==> src/rtl/ray_tri_scheduler.sv <==
// Feeds triangles to a pipelined ray/triangle intersection unit and keeps the closest hit.
// Optional build macro SCHED_ANYHIT_EN: stop issuing at the first reported hit.
module ray_tri_scheduler #(
  parameter int IDX_W        = 16,
  parameter int MAX_INFLIGHT = 8
) (
  input  logic                           i_clk,
  input  logic                           i_rst,
  input  logic                           i_start,
  input  logic signed [0:1][0:2][31:0]   i_ray,
  input  logic        [IDX_W-1:0]        i_num_tri,
  input  logic                           i_tri_valid,
  input  logic signed [0:2][0:2][31:0]   i_tri,
  output logic                           o_tri_ready,
  output logic                           o_isect_en,
  output logic        [0:2][0:2][31:0]   o_isect_tri,
  output logic        [0:1][0:2][31:0]   o_isect_ray,
  input  logic signed [31:0]             i_isect_t,
  input  logic                           i_isect_result,
  input  logic                           i_isect_valid,
  output logic                           o_busy,
  output logic                           o_done,
  output logic                           o_hit,
  output logic signed [31:0]             o_hit_t,
  output logic        [IDX_W-1:0]        o_hit_idx,
  output logic                           o_err
);

  localparam int PW = $clog2(MAX_INFLIGHT);
  localparam int CW = PW + 1;
  localparam logic signed [31:0] T_MAX = 32'sh7FFF_FFFF;

  typedef enum logic [1:0] {IDLE, RUN, DRAIN, DONE} state_t;

  state_t state;
  state_t state_n;

  logic [0:1][0:2][31:0] ray_q;
  logic [IDX_W-1:0]      num_q;
  logic [IDX_W-1:0]      issued;
  logic [CW-1:0]         inflight;
  logic [CW-1:0]         inflight_n;
  logic [IDX_W-1:0]      tags [MAX_INFLIGHT];
  logic [PW-1:0]         wr_ptr;
  logic [PW-1:0]         rd_ptr;
  logic signed [31:0]    best_t;

  logic start_ok;
  logic push;
  logic pop;
  logic stop;
  logic take;
  logic ready;
  logic done_set;

  always_ff @(posedge i_clk) begin
    if (i_rst) state <= IDLE;
    else       state <= state_n;
  end

  always_comb begin
    state_n  = state;
    start_ok = 1'b0;
    pop      = i_isect_valid && (inflight != '0);
`ifdef SCHED_ANYHIT_EN
    // the first hit wins; later hits are popped but never recorded
    stop     = pop && i_isect_result;
    take     = stop && !o_hit;
`else
    stop     = 1'b0;
    take     = pop && i_isect_result && (i_isect_t < best_t);
`endif
    ready    = (state == RUN)
            && (issued < num_q)
            && (inflight < CW'(MAX_INFLIGHT))
            && !stop;
    push       = ready && i_tri_valid;
    inflight_n = inflight + CW'(push) - CW'(pop);
    unique case (state)
      IDLE, DONE: begin
        if (i_start) begin
          start_ok = 1'b1;
          state_n  = (i_num_tri == '0) ? DONE : RUN;
        end
      end
      RUN: begin
        if ((issued == num_q) || stop) state_n = DRAIN;
      end
      DRAIN: begin
        if (inflight_n == '0) state_n = DONE;
      end
      default: state_n = IDLE;
    endcase
    done_set = (state_n == DONE) && ((state != DONE) || start_ok);
  end

  always_ff @(posedge i_clk) begin
    if (i_rst) begin
      ray_q       <= '0;
      num_q       <= '0;
      issued      <= '0;
      inflight    <= '0;
      wr_ptr      <= '0;
      rd_ptr      <= '0;
      best_t      <= T_MAX;
      o_hit       <= 1'b0;
      o_hit_idx   <= '0;
      o_err       <= 1'b0;
      o_done      <= 1'b0;
      o_isect_en  <= 1'b0;
      o_isect_tri <= '0;
      for (int i = 0; i < MAX_INFLIGHT; i++) tags[i] <= '0;
    end else begin
      o_isect_en <= push;
      o_done     <= done_set;
      inflight   <= inflight_n;
      if (push) begin
        o_isect_tri  <= i_tri;
        tags[wr_ptr] <= issued;
        wr_ptr       <= wr_ptr + 1'b1;
        issued       <= issued + 1'b1;
      end
      if (pop) rd_ptr <= rd_ptr + 1'b1;
      if (start_ok) begin
        ray_q     <= i_ray;
        num_q     <= i_num_tri;
        issued    <= '0;
        best_t    <= T_MAX;
        o_hit     <= 1'b0;
        o_hit_idx <= '0;
        o_err     <= 1'b0;
      end else begin
        if (take) begin
          best_t    <= i_isect_t;
          o_hit_idx <= tags[rd_ptr];
          o_hit     <= 1'b1;
        end
        // a result nobody asked for is only an error while a job is live
        if (i_isect_valid && (inflight == '0)
            && ((state == RUN) || (state == DRAIN)))
          o_err <= 1'b1;
      end
    end
  end

  assign o_tri_ready = ready;
  assign o_isect_ray = ray_q;
  assign o_busy      = (state == RUN) || (state == DRAIN);
  assign o_hit_t     = best_t;

endmodule

==> config.mk <==
export PLATFORM = sky130hd
export DESIGN_NAME = ray_tri_scheduler
export DESIGN_NICKNAME = d
export VERILOG_FILES = /design/src/rtl/ray_tri_scheduler.sv
export SDC_FILE = /design/constraint.sdc
export NUM_CORES = 1
export LEC_CHECK = 0
export CORE_AREA = 10 10 410 412
export CTS_CLUSTER_DIAMETER = 100
export DETAILED_ROUTE_END_ITERATION = 8
export DIE_AREA = 0 0 420 422
export MAX_ROUTING_LAYER = met4
export PLACE_DENSITY = 0.43
export REMOVE_ABC_BUFFERS = 1
export SYNTH_ARGS = -nofsm -noshare
export SYNTH_HDL_FRONTEND = slang
export SYNTH_SLANG_ARGS = --single-unit
==> constraint.sdc <==
create_clock -name i_clk -period 5 [get_ports i_clk]
set_clock_uncertainty 0.1 [all_clocks]
set_input_delay 1 -clock i_clk [delete_from_list [all_inputs] [get_ports i_clk]]
set_output_delay 1 -clock i_clk [all_outputs]
set_load 0.05 [all_outputs]
==> results of run 1 <==
kinds of logic (layout without fill, tap and decap cells):
| logic type | after synthesis | in the layout | synth area share |
|---|---|---|---|
| adder cells (fa/ha/maj) | 59 | 59 | 0.0253 |
| flip-flops | 704 | 704 | 0.523 |
| AO/OA/AOI/OAI | 777 | 777 | 0.149 |
| multiplexers | 33 | 33 | 0.0248 |
| AND/OR/NAND/NOR | 1584 | 1584 | 0.227 |
| buffers and inverters | 353 | 1352 | 0.0498 |
| XOR/XNOR | 6 | 6 | 0.00179 |
| other | 0 | 53 | 0 |
registers in the layout, indices dropped and copies added, names as in the netlist:
signal and cells:
o_err 1, wr_ptr 3, o_done 1, state 2, o_isect_en 1, o_isect_ray 192
o_hit_idx 16, o_hit_t 32, inflight 4, o_hit 1, issued 16, tags 128
rd_ptr 3, num_q 16, o_isect_tri 288
power by group:
part / switching (uW) / internal, uW / total, uW
registers: 426 / 6430 / 6860
clock network: 2870 / 4100 / 6980
logic: 4740 / 2140 / 6880
cells in the final DEF (no fill, tap or decap), types with 6 or more instances in the layout:
cell type and count:
o21ai_1 22, o21bai_1 9, a2111oi_1 9, nand3b_1 34, mux4_2 32, nand3_1 74
o41ai_1 15, nor2_1 208, clkbuf_8 22, nor2b_1 6, edfxtp_1 128, o31ai_1 11
clkinv_2 12, and3_1 50, buf_12 9, ha_1 57, bufinv_16 7, inv_1 59
clkbuf_1 15, dfxtp_1 575, a22oi_1 16, or3_1 6, or4_1 11, a21oi_1 562
a211o_1 30, a2111oi_0 21, nand2_1 1067, clkinvlp_4 8, nand4_1 41, clkdlybuf4s50_1 1065
o21ai_0 59, buf_4 51, nor3_1 24, clkbuf_16 92, diode_2 53, nor4_1 37
through the flow:
step	hold WS [ns]	instance area (um2)	utilization
floorplan	0.330	28200	-
global placement	0.341	42100	0.263
detailed placement	0.346	42100	0.263
CTS	0.354	45300	0.283
global route	0.363	45400	0.284
finish	0.353	45400	0.284
layout make-up:
type,count,area [um2],area share
Antenna cell,53,133,0.00292
Clock buffer,129,2660,0.0586
Clock inverter,37,520,0.0115
Inverter,60,233,0.00512
Multi-Input combinational cell,2459,12600,0.278
Sequential cell,704,15400,0.339
Tap cell,2086,2610,0.0575
Timing Repair Buffer,1126,11200,0.247
worst max-delay path by stage:
stage,start,to,slack [ns],cells past startpoint
after floorplan,issued[9]$_SDFFE_PP0P_,tags[0][0]$_SDFFCE_PN0P_,-9.44,9
after global placement,i_isect_t[31],o_hit_t[30]$_SDFFE_PP1P_,0.80,10
after detailed placement,i_isect_t[31],o_hit_t[30]$_SDFFE_PP1P_,0.76,10
after CTS,issued[1]$_SDFFE_PP0P_,o_tri_ready,0.11,8
after global routing,issued[1]$_SDFFE_PP0P_,o_tri_ready,0.09,8
final,issued[1]$_SDFFE_PP0P_,o_tri_ready,0.37,8
routing by layer:
layer	vias to the layer above	track usage	routed length, um
met5	-	-	0
met4	0	0.0378	3440
met1	14072	0.237	73900
li1	13942	-	-
met3	212	0.0793	18100
met2	1092	0.307	81700
tightest hold or removal path, stage by stage (launching register included):
cell and delay [ns]:
dfxtp_1 0.31, nand2_1 0.05, a21oi_1 0.05
==> flow_summary.json, run 1 <==
{
  "synth_top_area_frac": 0.392,
  "post-synth-top-count-cell": "nand2_1",
  "critPathKind": "flop to primary output",
  "detail-route-antenna-nets": 0,
  "synth_top_cell_by_area": "dfxtp_1",
  "htreeDepth": 3,
  "clk_latency_ns": 0.69,
  "numCtsBuffers": 91,
  "power-per-cell-area_nw_per_um2": 456,
  "cts_tree": "yes",
  "drt_iter0_markers": 2488,
  "fillCellCount": 17034,
  "synth_common_cells": "nand2_1 (1069), dfxtp_1 (576), a21oi_1 (562)",
  "core_area_um2": 160000,
  "slew_viol_final": 0,
  "drc_errors": 0,
  "cp_slowest_cell": "nor4bb_1",
  "cts-root-buf": "clkbuf_16",
  "clock-sinks": 704,
  "maxSlewHeadroom": 0.230,
  "drt_pass1_iterations": 6,
  "setup_slack_ns": 0.368,
  "grt_max_degree": 209,
  "min_to": "o_isect_ray[52]$_SDFFE_PP0P_",
  "drive_above_1_share": 0.0591,
  "clk_pin_slew_ns": 0.06,
  "portBuffers": 1067,
  "dp.cells": 6435,
  "synth_edf_count": 128,
  "crit_buf_inv": 1,
  "ctsResizeCount": 0,
  "die-area_um2": 177000,
  "path_cells": "ha_1, nor2b_1, o21a_1, o21a_1, o21ai_0, nand2_1, nor4bb_1, buf_4",
  "hold_depth": 2,
  "post-route-period-util": 0.926,
  "place_ws_ns": 0.761,
  "gp_congestion": 0.925,
  "grt_pass1_vias": 28022,
  "worstMarginPinSlew_ns": 1.15,
  "hold_viol_final": 0,
  "arrival_ns": 3.53,
  "dp.final_hpwl_um": 137000,
  "crit_path_start_kind": "flop",
  "peakVddDrop_mv": 0.396,
  "p_total_uw": 20700,
  "outcome": "completed",
  "rsz0062_at_grt": "false",
  "ys.flop_type": "dfxtp_1",
  "crit_fanout": 6,
  "final_nets": 5035,
  "start_util": 0.184,
  "syn_area_um2": 29400,
  "track_usage": 0.196,
  "synthTopCellsByArea": "dfxtp_1 (39%), nand2_1 (14%), edfxtp_1 (13%), a21oi_1 (9.6%), clkbuf_1 (2.8%)",
  "required_ns": 3.90,
  "avgSynthCellArea_um2": 8.37,
  "die_x_um": 420,
  "syn_inst": 3516,
  "hp-start": "o_isect_ray[52]$_SDFFE_PP0P_",
  "syn2layout_area_growth_pct": 54.4,
  "hold_buffers": 0,
  "path_delay_family": "simple AND/OR/NAND/NOR gates",
  "synth-seq-cells": 704,
  "cpMostUsedCell": "o21a_1",
  "design.portCount": 1068,
  "seq_area_frac_synth": 0.523,
  "yosysWarningCount": 0,
  "fin_crit_ns": 4.63,
  "drt_wl_total_um": 177000,
  "via_per_inst": 4.41,
  "ys_types": 59,
  "grt_pass1_wl_um": 240000,
  "max_stage_delay_ns": 0.84,
  "antenna_found_initial": 103,
  "end_kind": "primary output",
  "r2r_setup_slack_ns": 1.03,
  "clk_path_buf_depth": 3,
  "r2r_cells": 10,
  "setup_violations": 0,
  "die_h_um": 422,
  "cap_violations": 0,
  "grt.overflow.total": 0,
  "max_freq_ghz": 0.216,
  "r2r-start": "issued[13]$_SDFFE_PP0P_",
  "total_leakage_power_uw": 0.0156,
  "wl_per_cell_um": 26.6,
  "hp-class": "flop to flop",
  "final_cells": 6654,
  "postCtsSetupBuffers": 0,
  "async_reset_ff_frac": 0,
  "vias": 29318,
  "rows": 147,
  "reg2reg_to": "o_isect_tri[55]$_SDFFE_PP0P_",
  "fin_setup_tns_ns": 0
}
Note: power is estimated with default switching activity, not from simulation.
==> run 2, diff against run 1 <==
--- a/config.mk
+++ b/config.mk
@@ -9,6 +9,7 @@
 export CTS_CLUSTER_DIAMETER = 100
 export DETAILED_ROUTE_END_ITERATION = 8
 export DIE_AREA = 0 0 420 422
+export GPL_TIMING_DRIVEN = 0
 export MAX_ROUTING_LAYER = met4
 export PLACE_DENSITY = 0.43
 export REMOVE_ABC_BUFFERS = 1
==> flow_summary.json, run 2 (synthesized netlist as in run 1, its figures left out) <==
{
  "use_met3": 0.0857,
  "crit_buf_inv": 2,
  "crit_fanout": 92,
  "largest_reg_flops": 288,
  "final_common_cell": "nand2_1",
  "crit_path_start_kind": "input port",
  "cp_slowest_cell": "ha_4",
  "drt_iter0_markers": 2080,
  "drive_above_1_share": 0.0600,
  "portBuffers": 1067,
  "required_ns": 5.52,
  "cap_violations": 0,
  "path_cells": "clkdlybuf4s50_1, ha_4, nand4_2, or3_1, nor4_4, buf_6, and2_1, o311ai_1, a211oi_1",
  "holdWs_ns": 0.351,
  "peakVddDrop_mv": 0.267,
  "maxSlewHeadroom": 0.309,
  "clk_path_buf_depth": 3,
  "max_freq_ghz": 0.211,
  "detail-route-antenna-nets": 0,
  "grt_max_degree": 128,
  "hp-class": "flop to flop",
  "track_usage": 0.196,
  "start_util": 0.184,
  "arrival_ns": 5.25,
  "power-per-cell-area_nw_per_um2": 459,
  "grt_pass1_wl_um": 238000,
  "rsz0062_at_grt": "false",
  "via_per_inst": 4.38,
  "outcome": "completed",
  "die-area_um2": 177000,
  "vias": 29094,
  "drt_wl_total_um": 176000,
  "htreeDepth": 3,
  "cts_tree": "yes",
  "drt_pass1_iterations": 7,
  "core_area_um2": 160000,
  "final_cell_area_um2": 46100,
  "die_h_um": 422,
  "syn2layout_area_growth_pct": 56.7,
  "final_nets": 5034,
  "cts-root-buf": "clkbuf_16",
  "total_leakage_power_uw": 0.0159,
  "numCtsBuffers": 93,
  "fillCellCount": 17068,
  "setup_violations": 0,
  "final_cell_mix": "nand2_1 (1067), clkdlybuf4s50_1 (1065), dfxtp_1 (574)",
  "clock-sinks": 704,
  "grt_pass1_vias": 28028,
  "drc_errors": 0,
  "rows": 147,
  "end_kind": "flop",
  "max_stage_delay_ns": 0.91,
  "clk_pin_slew_ns": 0.06,
  "post-route-period-util": 0.946,
  "antenna_found_initial": 97,
  "path_delay_family": "simple AND/OR/NAND/NOR gates",
  "grt_use_met1": 0.233,
  "design.portCount": 1068,
  "gp_congestion": 0.929,
  "worstMarginPinSlew_ns": 1.03,
  "hold_viol_final": 0,
  "fin_crit_ns": 4.73,
  "grt.overflow.total": 0,
  "slew_viol_final": 0,
  "met2_usage": 0.312,
  "die_x_um": 420,
  "hold_buffers": 0,
  "wl_per_cell_um": 26.5,
  "critPathKind": "input port to flop",
  "dp.final_hpwl_um": 138000,
  "regMostFlops": "o_isect_tri",
  "busiest_layer": "met2",
  "place_area_um2": 42700,
  "clk_latency_ns": 0.70
}
[run 2: cell types whose count changed in the layout (fill, tap and decap cells not counted), sizes merged]
cell           change
diode              -8
clkinvlp           -7
buf                -6
bufinv             +6
inv                +5
clkbuf             +3
and3               +2
clkdlybuf4s15      +1
[run 2: routing by layer]
layer	wire, um	up-vias
met3	18400	178
met5	0	-
li1	-	13948
met2	82400	951
met1	72500	14017
met4	2740	0
[run 2: what timing repair did]
item / in CTS / in global routing
gates cloned: 2 / 0
setup buffers: 1 / 0
setup endpoints to repair: 59 / 2
resized for setup: 9 / 3
pin swaps: 1 / 0
[run 2: worst paths after layout]
kind	start	end	slack (ns)	cells past startpoint
min reg2reg	o_isect_tri[59]$_SDFFE_PP0P_	o_isect_tri[59]$_SDFFE_PP0P_	0.35	2
max	i_isect_t[31]	o_hit_t[30]$_SDFFE_PP1P_	0.27	9
min	o_isect_tri[59]$_SDFFE_PP0P_	o_isect_tri[59]$_SDFFE_PP0P_	0.35	2
max reg2reg	issued[9]$_SDFFE_PP0P_	tags[5][1]$_SDFFCE_PN0P_	0.47	10
[run 2: where the power goes]
group | internal, uW | switching [uW]
combinational | 2300 | 4770
clock | 4350 | 2890
sequential | 6430 | 403
total | 13100 | 8060
[run 2: final cells by class]
class / count / area, um2 / share of cell area
clock inverters: 41 / 651 / 0.0141
flip-flops and latches: 704 / 15400 / 0.334
inverters: 60 / 241 / 0.00524
well taps: 2086 / 2610 / 0.0566
clock buffers: 132 / 2610 / 0.0567
diodes: 45 / 113 / 0.00244
multi-input cells: 2461 / 12700 / 0.276
repair buffers: 1121 / 11800 / 0.255
[run 2: worst min-delay path, cell delays in order (launching register included)]
cell and delay (ns):
dfxtp_1 0.30, nand2_1 0.05, a21oi_1 0.05
[run 2: through the flow]
step | worst slack (ns) | util | total power (uW) | std cells | TNS [ns]
CTS | 0.128 | 0.288 | 21500 | 6605 | 0
global placement | -29.54 | 0.259 | 13700 | 6376 | -
detailed placement | -0.908 | 0.267 | 14100 | 6429 | -31.62
floorplan | -9.44 | - | 11000 | 3223 | -3993.12
finish | 0.271 | 0.288 | 21100 | 6650 | 0
global route | 0.0202 | 0.288 | 22100 | 6648 | 0
